[src/rtl/run_sequencer.sv]
// Host-side driver for the processor Reset/Start/Ack run handshake: one DutReset pulse per
// Go, then programs 0..NumProgs-1 launched back-to-back with per-program WAIT cycle counts.
module run_sequencer #(
  parameter int unsigned PW        = 2,
  parameter int unsigned CW        = 16,
  parameter int unsigned RST_LEN   = 2,
  parameter int unsigned START_LEN = 2,
  parameter int unsigned TIMEOUT   = 16'hFFFF
) (
  input  logic          clk_i,
  input  logic          reset_i,
  input  logic          go_i,
  input  logic [PW-1:0] num_progs_i,
  output logic          dut_reset_o,
  output logic          dut_start_o,
  input  logic          dut_ack_i,
  output logic [PW-1:0] prog_idx_o,
  output logic [CW-1:0] cycle_count_o,
  output logic          count_valid_o,
  output logic          busy_o,
  output logic          done_o,
  output logic          timeout_o
);

  localparam int unsigned PhMax = (RST_LEN > START_LEN) ? RST_LEN : START_LEN;
  localparam int unsigned PhW   = $clog2(PhMax + 1);
  localparam logic [CW-1:0] TimeoutVal = CW'(TIMEOUT);
  localparam logic [PhW-1:0] RstLast   = PhW'(RST_LEN - 1);
  localparam logic [PhW-1:0] StartLast = PhW'(START_LEN - 1);

  typedef enum logic [2:0] {
    StIdle,
    StRst,
    StStart,
    StWait,
    StReport,
    StDone
  } state_e;

  state_e         state_q;
  logic [PhW-1:0] phase_q;
  logic [CW-1:0]  wait_cnt_q;
  logic [PW-1:0]  last_q;
  logic [PW-1:0]  prog_idx_q;
  logic [CW-1:0]  cycle_count_q;
  logic           dut_reset_q;
  logic           dut_start_q;
  logic           count_valid_q;
  logic           busy_q;
  logic           done_q;
  logic           timeout_q;

  always_ff @(posedge clk_i) begin
    if (reset_i) begin
      state_q       <= StIdle;
      phase_q       <= '0;
      wait_cnt_q    <= '0;
      last_q        <= '0;
      prog_idx_q    <= '0;
      cycle_count_q <= '0;
      dut_reset_q   <= 1'b0;
      dut_start_q   <= 1'b0;
      count_valid_q <= 1'b0;
      busy_q        <= 1'b0;
      done_q        <= 1'b0;
      timeout_q     <= 1'b0;
    end else begin
      count_valid_q <= 1'b0;
      unique case (state_q)
        StIdle, StDone: begin
          if (go_i) begin
            // NumProgs==0 wraps to an all-ones last index, i.e. 2**PW programs
            last_q      <= num_progs_i - PW'(1);
            prog_idx_q  <= '0;
            done_q      <= 1'b0;
            timeout_q   <= 1'b0;
            busy_q      <= 1'b1;
            dut_reset_q <= 1'b1;
            phase_q     <= '0;
            state_q     <= StRst;
          end
        end
        StRst: begin
          if (phase_q == RstLast) begin
            dut_reset_q <= 1'b0;
            dut_start_q <= 1'b1;
            phase_q     <= '0;
            state_q     <= StStart;
          end else begin
            phase_q <= phase_q + PhW'(1);
          end
        end
        StStart: begin
          // Ack is not looked at here: it may still be the previous program's halt flag
          if (phase_q == StartLast) begin
            dut_start_q <= 1'b0;
            wait_cnt_q  <= '0;
            state_q     <= StWait;
          end else begin
            phase_q <= phase_q + PhW'(1);
          end
        end
        StWait: begin
          if (dut_ack_i) begin
            cycle_count_q <= wait_cnt_q;
            count_valid_q <= 1'b1;
            state_q       <= StReport;
          end else if (wait_cnt_q == TimeoutVal) begin
            timeout_q     <= 1'b1;
            cycle_count_q <= TimeoutVal;
            done_q        <= 1'b1;
            busy_q        <= 1'b0;
            state_q       <= StDone;
          end else begin
            wait_cnt_q <= wait_cnt_q + CW'(1);
          end
        end
        StReport: begin
          if (prog_idx_q == last_q) begin
            done_q  <= 1'b1;
            busy_q  <= 1'b0;
            state_q <= StDone;
          end else begin
            prog_idx_q  <= prog_idx_q + PW'(1);
            dut_start_q <= 1'b1;
            phase_q     <= '0;
            state_q     <= StStart;
          end
        end
        default: state_q <= StIdle;
      endcase
    end
  end

  assign dut_reset_o   = dut_reset_q;
  assign dut_start_o   = dut_start_q;
  assign prog_idx_o    = prog_idx_q;
  assign cycle_count_o = cycle_count_q;
  assign count_valid_o = count_valid_q;
  assign busy_o        = busy_q;
  assign done_o        = done_q;
  assign timeout_o     = timeout_q;

endmodule
[config.mk]
export PLATFORM = sky130hd
export DESIGN_NAME = run_sequencer
export DESIGN_NICKNAME = d
export VERILOG_FILES = /design/src/rtl/run_sequencer.sv
export SDC_FILE = /design/constraint.sdc
export NUM_CORES = 1
export LEC_CHECK = 0
export BUFFER_PORTS_ARGS = -buffer_cell sky130_fd_sc_hd__buf_2
export CORE_UTILIZATION = 30
export DETAILED_ROUTE_END_ITERATION = 8
export GPL_TIMING_DRIVEN = 0
export SETUP_SLACK_MARGIN = 0.3
export SLEW_MARGIN = 20
export SYNTH_ARGS = -nofsm -noshare
export SYNTH_HDL_FRONTEND = slang
export SYNTH_SLANG_ARGS = --single-unit
[constraint.sdc]
create_clock -name clk_i -period 5.46 [get_ports clk_i]
set_input_delay 0.546 -clock clk_i [delete_from_list [all_inputs] [get_ports clk_i]]
set_output_delay 0.546 -clock clk_i [all_outputs]
set_load 0.05 [all_outputs]
-- Yosys cells after proc, flatten, opt, wreduce, memory -nomap -nowiden
Index checks and enable logic that the tools add are counted.
- memory bits (read-only): 0
- RAM bits: 0
- memories: 0
- output and inout port bits: 24
- bits of input ports: 6
- bits in latches: 0
- word-level logic and storage cells: 93
- register bits after elaboration: 47
- $add $sub $neg: 4
- equality and inequality tests: 18
- bitwise operators: 1
- div/mod/pow operators: 0
- reduce and logical (&&, ||, !) cells: 21
- muxes and demuxes: 37
- shift-type cells: 0
- $lt $le $gt $ge: 0
- multiply operators: 0
- operators with widths (kind ; number):
    $mux 16 ; 5
    $pmux 16 s2 ; 1
    $reduce_and 4->1 ; 5
    $mux 3 ; 6
    $ne 2x2->1 const B ; 9
    $add 16x1->16 const B ; 1
    $eq 16x16->1 const B ; 1
    $pmux 3 s5 ; 1
    $mux 1 ; 12
    $mux 2 ; 5
    $reduce_bool 2->1 ; 5
    $pmux 1 s3 ; 3
    $pmux 2 s4 ; 1
    $eq 3x2->1 const B ; 2
    $eq 3x3->1 const B ; 2
    $reduce_and 3->1 ; 2
    $reduce_bool 3->1 ; 2
    $reduce_and 5->1 ; 1
    $add 2x1->2 const B ; 2
    $pmux 1 s2 ; 2
    $pmux 2 s2 ; 1
    $reduce_and 2->1 ; 2
    $reduce_bool 4->1 ; 1
    $reduce_or 2->1 ; 2
    7 further kinds ; 7

-- Depth between registers and ports, before layout
Gate-level depths: netlist of run 1.
- depth after elaboration: 4
- gate-level depth with buffers: 9
- gate-level depth less buffers: 7

-- Worst setup path before layout of run 1
OpenSTA, ideal clock, no wires.
- kind: register to register
- start: register wait_cnt_q[0]
- end: register cycle_count_q[10] (netlist: cycle_count_o[10])
- library setup time: 0.119 ns
- slack: 3.624 ns
- required time: 5.341 ns
- buffers on the path: 3
- period minus slack after synthesis: 1.836 ns
- arrival: 1.717 ns
- cell stages (with the launch flop): 10
- cells stage by stage: dfxtp_1 > ha_1 > and3_1 > buf_4 > and3_1 > buf_6 > a21oi_2 > nor2_4 > buf_6 > o221a_1
- word-level cells in the longest chain between the ends: 3
- ends and longest elaborated chain (item ; line ; RTL):
    from (decl) ; 42 ; logic [CW-1:0] wait_cnt_q;
    from (signal assigned) ; 115 ; wait_cnt_q <= wait_cnt_q + CW'(1);
    $eq 16x16->1 ; 108 ; end else if (wait_cnt_q == TimeoutVal) begin
    $reduce_bool 2->1 (no line) ; -- ;
    $reduce_and 2->1 (no line) ; -- ;
    to (signal assigned) ; 105 ; cycle_count_q <= wait_cnt_q;
    to (signal assigned) ; 110 ; cycle_count_q <= TimeoutVal;
    to (decl) ; 45 ; logic [CW-1:0] cycle_count_q;
No other way between the ends.
A chain may end at the register's enable or synchronous reset.

-- Worst setup path in the final report of run 1
- start: register phase_q[1]
- end: register wait_cnt_q[8]
- word-level cells in the longest chain between the ends: 3
- ends and longest elaborated chain (item ; line ; RTL):
    from (decl) ; 41 ; logic [PhW-1:0] phase_q;
    from (signal assigned) ; 90 ; phase_q <= phase_q + PhW'(1);
    from (signal assigned) ; 100 ; phase_q <= phase_q + PhW'(1);
    $eq 2x1->1 ; 95 ; if (phase_q == StartLast) begin
    $ne 2x2->1 (no line) ; -- ;
    $reduce_and 4->1 (no line) ; -- ;
No other way between the ends.

==> results_dict.tcl, run 1 <==
set metrics [dict create \
    rows 31 \
    route.vias.total 2135 \
    syn_area_sq_um 2338 \
    cp_cell_sequence "inv_1 > ha_1 > nand2b_1 > nor2_1 > nor2_1 > nand2_1 > a31oi_1" \
    ys_warn_count 0 \
    clkTransAtPathRegs_ps 90 \
    path_max_fanout 8 \
    first_pass_iters 4 \
    drv_cap 0 \
    p_total_w 0.0009741 \
    startpoint "phase_q[1]" \
    period_needed_ps 2030 \
    wire_per_inst_um 13.70 \
    first_iter_violations 194 \
    min_from "done_o" \
    nets 315 \
    worst-setup-path-type "flop to flop" \
    numCtsBuffers 5 \
    setup_slack_ps 3430 \
    ys.flop_type "dfxtp_1" \
    final_hold_viol_count 0 \
    synthTopCellsByArea "dfxtp_1 40%, a21oi_1 4.7%, o221a_1 4.3%, nand3_1 4.3%, nand2_1 4.0%" \
    synth_fp_nets 279 \
    grt_usage_pct 14.46 \
    grt_pass1_wl_um 9625 \
    area_growth_pct 16.53 \
    antenna_found_initial 0 \
    setup_viol 0 \
    cts_tree "built" \
    clk_latency_ps 300 \
    dp_hpwl_um 4036 \
    core_area_sq_um 7408 \
    tightestPinTransition_ps 598.5 \
    synth_edf_count 0 \
    numPortBuffers 29 \
    pre_cts_slack_ps 3340 \
    ctsHoldBuffers 0 \
    num_antenna_cells 0 \
    cts_resized 0 \
    finalCritPeriodShare_pct 37.18 \
    yosys.area.top_type "dfxtp_1" \
    ys_seq_area_share_pct 40.24 \
    die_h_um 90.29 \
    cpMostUsedCell "nor2_1" \
    clockBufferDepth 2 \
    grt_setup_unrepaired "false" \
    p_leak_nw 1.069 \
    via_per_inst 5.259 \
    h-tree-depth 2 \
    slew_violations 0 \
    ys_seq_elements 47 \
    hp-class "flop to flop" \
    relSlewSlack_pct 59.95 \
    p_per_area_nw_per_um2 357.4 \
    synthArstFlopShare_pct 0 \
    clock_skew_ps 3.616 \
    die_area_sq_um 8152 \
    post_cts.repair.setup_buffers 0 \
    wl_um 5563 \
    layout-drive-gt1-share_pct 21.82 \
    tns_ps 0 \
    max_stage_delay_ps 450 \
    syn_inst 270 \
    ys_types 54 \
    synth_commonest_cells "47 x dfxtp_1, 25 x nand2_1, 22 x a21oi_1, 20 x nand3_1, 20 x nor2_1" \
    grt_max_degree 15 \
    drc 0 \
    arrival_ps 2260 \
    synth_top_cell_area_share_pct 40.24 \
    crit_required_ps 5690 \
    grt_overflow 0 \
    worst_r2r_startpoint "phase_q[1]" \
    synth.most_common_cell "dfxtp_1" \
    gp_congestion 0.8493 \
    crit_family "simple AND/OR/NAND/NOR gates" \
    syn_avg_cell_area_sq_um 8.661 \
    antenna_left 0 \
    clock_sinks 47 \
    start_util_pct 31.57 \
    critPathLaunchType "flop" \
    max-vdd-ir-drop_mv 0.2213 \
    die_w_um 90.29 \
    path_buf_inv 1 \
    end_kind "flop" \
    ios 30 \
    grt_pass1_vias 2016 \
    crit_path_top_delay_cell "nor2_1" \
    cts-root-buf "clkbuf_8" \
    status "finished clean" \
    fmax_mhz 492.6 \
]
[metrics by stage]
| step | std cells | util, % | instance area (sq um) | hold slack (ps) |
|---|---|---|---|---|
| global placement | 398 | 35.20 | 2608 | 461.7 |
| CTS | 406 | 36.78 | 2725 | 482.1 |
| floorplan | 270 | - | 2338 | 447.3 |
| global route | 406 | 36.78 | 2725 | 503.2 |
| finish | 406 | 36.78 | 2725 | 481.1 |
| detailed placement | 398 | 35.20 | 2608 | 464.8 |
[area by class of cell]
class                      instances  area, sq um
tap                               99        123.9
fill                             768         4683
timing repair buffer              29        145.1
buffer                            18        117.6
sequential                        47        940.9
inverter                           5        18.77
clock inverter                     2        35.03
clock buffer                       6        82.58
multi-input combinational        200         1261
[path summary, 6_finish.rpt]
path,end,slack (ps),cells past startpoint
worst min-delay path,done_o,480,2
worst max register to register,wait_cnt_q[8],3430,7
worst max-delay path,wait_cnt_q[8],3430,7
worst min register to register,done_o,480,2
[where the power goes]
group          leakage (nW)  switching, W  internal [W]
clock                0.0612      0.000119      0.000148
combinational         0.627      0.000206      0.000101
sequential            0.381     0.0000247      0.000375
total                  1.07      0.000350      0.000624
[state kept, by name (all words and copies together), names as in the netlist]
signal,count
state_q,3
done_o,1
busy_o,1
dut_reset_o,1
last_q,2
timeout_o,1
prog_idx_o,2
dut_start_o,1
cycle_count_o,16
wait_cnt_q,16
count_valid_o,1
phase_q,2
[tightest hold or removal path, delay by kind of cell (launching register included)]
family | cells | cell delay [ps]
DFF | 1 | 330
and+or+nand+nor | 1 | 60
AOI/OAI and AO/OA | 1 | 50
[cell usage in the layout, fill, tap and decap left out, types with 4 or more instances in the layout]
cell type / n
o21ai_0: 10
a31oi_1: 9
nor3_1: 8
clkbuf_1: 6
nand2_1: 25
a21oi_1: 22
nand2b_1: 7
xnor2_1: 4
nand3_1: 20
o221a_1: 9
nor2_1: 20
dfxtp_1: 47
buf_4: 4
buf_6: 4
nor2b_1: 4
o221a_2: 7
clkbuf_8: 6
inv_1: 4
buf_2: 33
[layer usage]
layer,vias up,track usage (%),wire (um)
met5,-,0,0
met4,0,4.435,73
met3,8,2.778,206
met2,42,24.30,2562
met1,1008,18.69,2721
li1,1077,-,-
[kinds of logic after synthesis]
group | share of synthesized area (%)
mux | 0.4281
compound gates | 24.77
fa+ha+maj | 1.605
xor+xnor | 1.873
simple gates | 25.25
flops | 40.24
buf+inv | 5.832
No activity file was read; power rests on OpenSTA's default activity.
==> run 2, diff against run 1 <==
clock period = 2.1 ns   (was 5.46 ns; I/O delays follow)
==> run 2 against run 1 <==
  * Final cell count grew 1.5%
  * Fmax grew 14%
  * Worst hold slack lost 250 ps
  * Clock power grew to 2.6 times the previous value
  * Non-clock buffer count grew 6
  * Via count grew 0.28%
  * Utilization grew 1.6 points
  * Sequential power grew to 2.6 times the previous value
  * Critical endpoint is now cycle_count_o[4]
==> results_dict.tcl, run 2 (synthesis results as in run 1) <==
set metrics [dict create \
    min_delay_path_depth 4 \
    grt_pass1_wl_um 9742 \
    status "finished clean" \
    route.vias.total 2141 \
    n_fill_cell 764 \
    drc 0 \
    first_iter_violations 129 \
    via_per_inst 5.197 \
    rows 31 \
    met2_length_um 2668 \
    first_pass_iters 4 \
    grt_setup_unrepaired "true" \
    crit_family "simple AND/OR/NAND/NOR gates" \
    wl_met3_um 195 \
    ios 30 \
    hp-class "primary input to flop" \
    fin_util_pct 38.36 \
    numPortBuffers 29 \
    clkTransAtPathRegs_ps 100 \
    numCtsBuffers 5 \
    nets 321 \
    tightestPinTransition_ps 583.1 \
    grt_max_degree 17 \
    p_per_area_nw_per_um2 893.8 \
    clock_skew_ps 9.280 \
    path_max_fanout 6 \
    dp_hpwl_um 4029 \
    wl_um 5700 \
    cpMostUsedCell "buf_6" \
    p_leak_nw 1.095 \
    start_util_pct 31.57 \
    path_buf_inv 3 \
    antenna_left 0 \
    highest_layer "met4" \
    cp_cell_sequence "ha_4 > and3_4 > buf_6 > and3_4 > buf_6 > a21oi_4 > nor2_4 > buf_6 > o221a_2" \
    die_h_um 90.29 \
    grt_overflow 0 \
    grt_usage_pct 14.42 \
    drt-met1-wl_um 2809 \
    relSlewSlack_pct 60.98 \
    reg2regPathDepth 9 \
    crit_required_ps 2300 \
    antenna_found_initial 0 \
    h-tree-depth 2 \
    dpl.cell_count 398 \
    final_hold_viol_count 0 \
    core_area_sq_um 7408 \
    clock_sinks 47 \
    die_w_um 90.29 \
    fin_hold_ws_ps 231.8 \
    critPathLaunchType "flop" \
    finalCritPeriodShare_pct 85.07 \
    grt_pass1_vias 2036 \
    period_needed_ps 1786 \
    clockBufferDepth 2 \
    fin_cells 412 \
    cp.depth 9 \
    clk_latency_ps 310 \
    end_kind "flop" \
    setup_viol 0 \
    area_growth_pct 21.51 \
    wire_per_inst_um 13.83 \
    gp_congestion 0.8300 \
    layout-drive-gt1-share_pct 27.48 \
    cts_tree "built" \
    max-vdd-ir-drop_mv 0.5085 \
    layout_commonest_cell "dfxtp_1" \
    tns_ps 0 \
    fmax_mhz 559.8 \
    arrival_ps 1990 \
    slew_violations 0 \
    worst-setup-path-type "flop to flop" \
    crit_path_top_delay_cell "dfxtp_4" \
    drv_cap 0 \
    die_area_sq_um 8152 \
    cts-root-buf "clkbuf_8" \
    ctsHoldBuffers 0 \
    layout_common_cells "42 x dfxtp_1, 32 x buf_2, 24 x nand2_1" \
    num_antenna_cells 0 \
    max_stage_delay_ps 360 \
]
==> run 2: cell count changes in the layout (fill, tap and decap cells not counted), moves of 3 or more <==
| cell | change |
|---|---|
| buf_6 | +3 |
| buf_4 | +3 |
| dfxtp_1 | -5 |
| nor2_1 | -3 |
| dfxtp_2 | +3 |
==> run 2: layout make-up <==
type,instances,area [sq um],area share [%]
Timing Repair Buffer,35,193.9,6.825
Inverter,5,18.77,0.6605
Tap cell,99,123.9,4.359
Multi-Input combinational cell,200,1310,46.10
Clock inverter,3,46.29,1.629
Clock buffer,5,68.82,2.422
Sequential cell,47,952.2,33.51
Buffer,18,127.6,4.491
==> run 2: worst reg2reg max path, cell delays in order (launching register included) <==
cell,delay [ps]
dfxtp_4,360
ha_4,160
and3_4,180
buf_6,110
and3_4,160
buf_6,130
a21oi_4,140
nor2_4,60
buf_6,130
o221a_2,260
==> run 2: what timing repair did <==
action / in CTS / in global routing
pin swaps: 3 / 4
setup buffers: 6 / 0
endpoints found under the setup margin: 30 / 34
gates cloned: 0 / 0
gates resized for setup: 10 / 10
==> run 2: final timing paths <==
path                                startpoint                to  slack (ps)
worst min-delay path            num_progs_i[0]         last_q[0]         230
worst max register to register   wait_cnt_q[1]  cycle_count_o[4]         310
worst max-delay path             wait_cnt_q[1]  cycle_count_o[4]         310
worst min register to register          done_o            done_o         470
==> run 2: routing by layer <==
layer	vias to the layer above	GRT usage, %
met3	3	3.030
met4	0	3.763
met2	42	23.41
met5	-	0
li1	1084	-
met1	1012	19.40
==> run 2: metrics by stage <==
stage	worst slack, ps	total power (W)	instance area [sq um]
after global placement	106.4	0.001847	2618
after CTS	308.9	0.002548	2815
after detailed placement	135.8	0.001849	2618
after global routing	276.0	0.002688	2841
after floorplan	319.9	0.001677	2349
final	313.6	0.002540	2841
==> run 2: power breakdown <==
| part | total, W | internal [W] | switching, W |
|---|---|---|---|
| Combinational | 0.000819 | 0.000277 | 0.000542 |
| Clock | 0.000687 | 0.000359 | 0.000328 |
| Sequential | 0.00103 | 0.000974 | 0.0000605 |
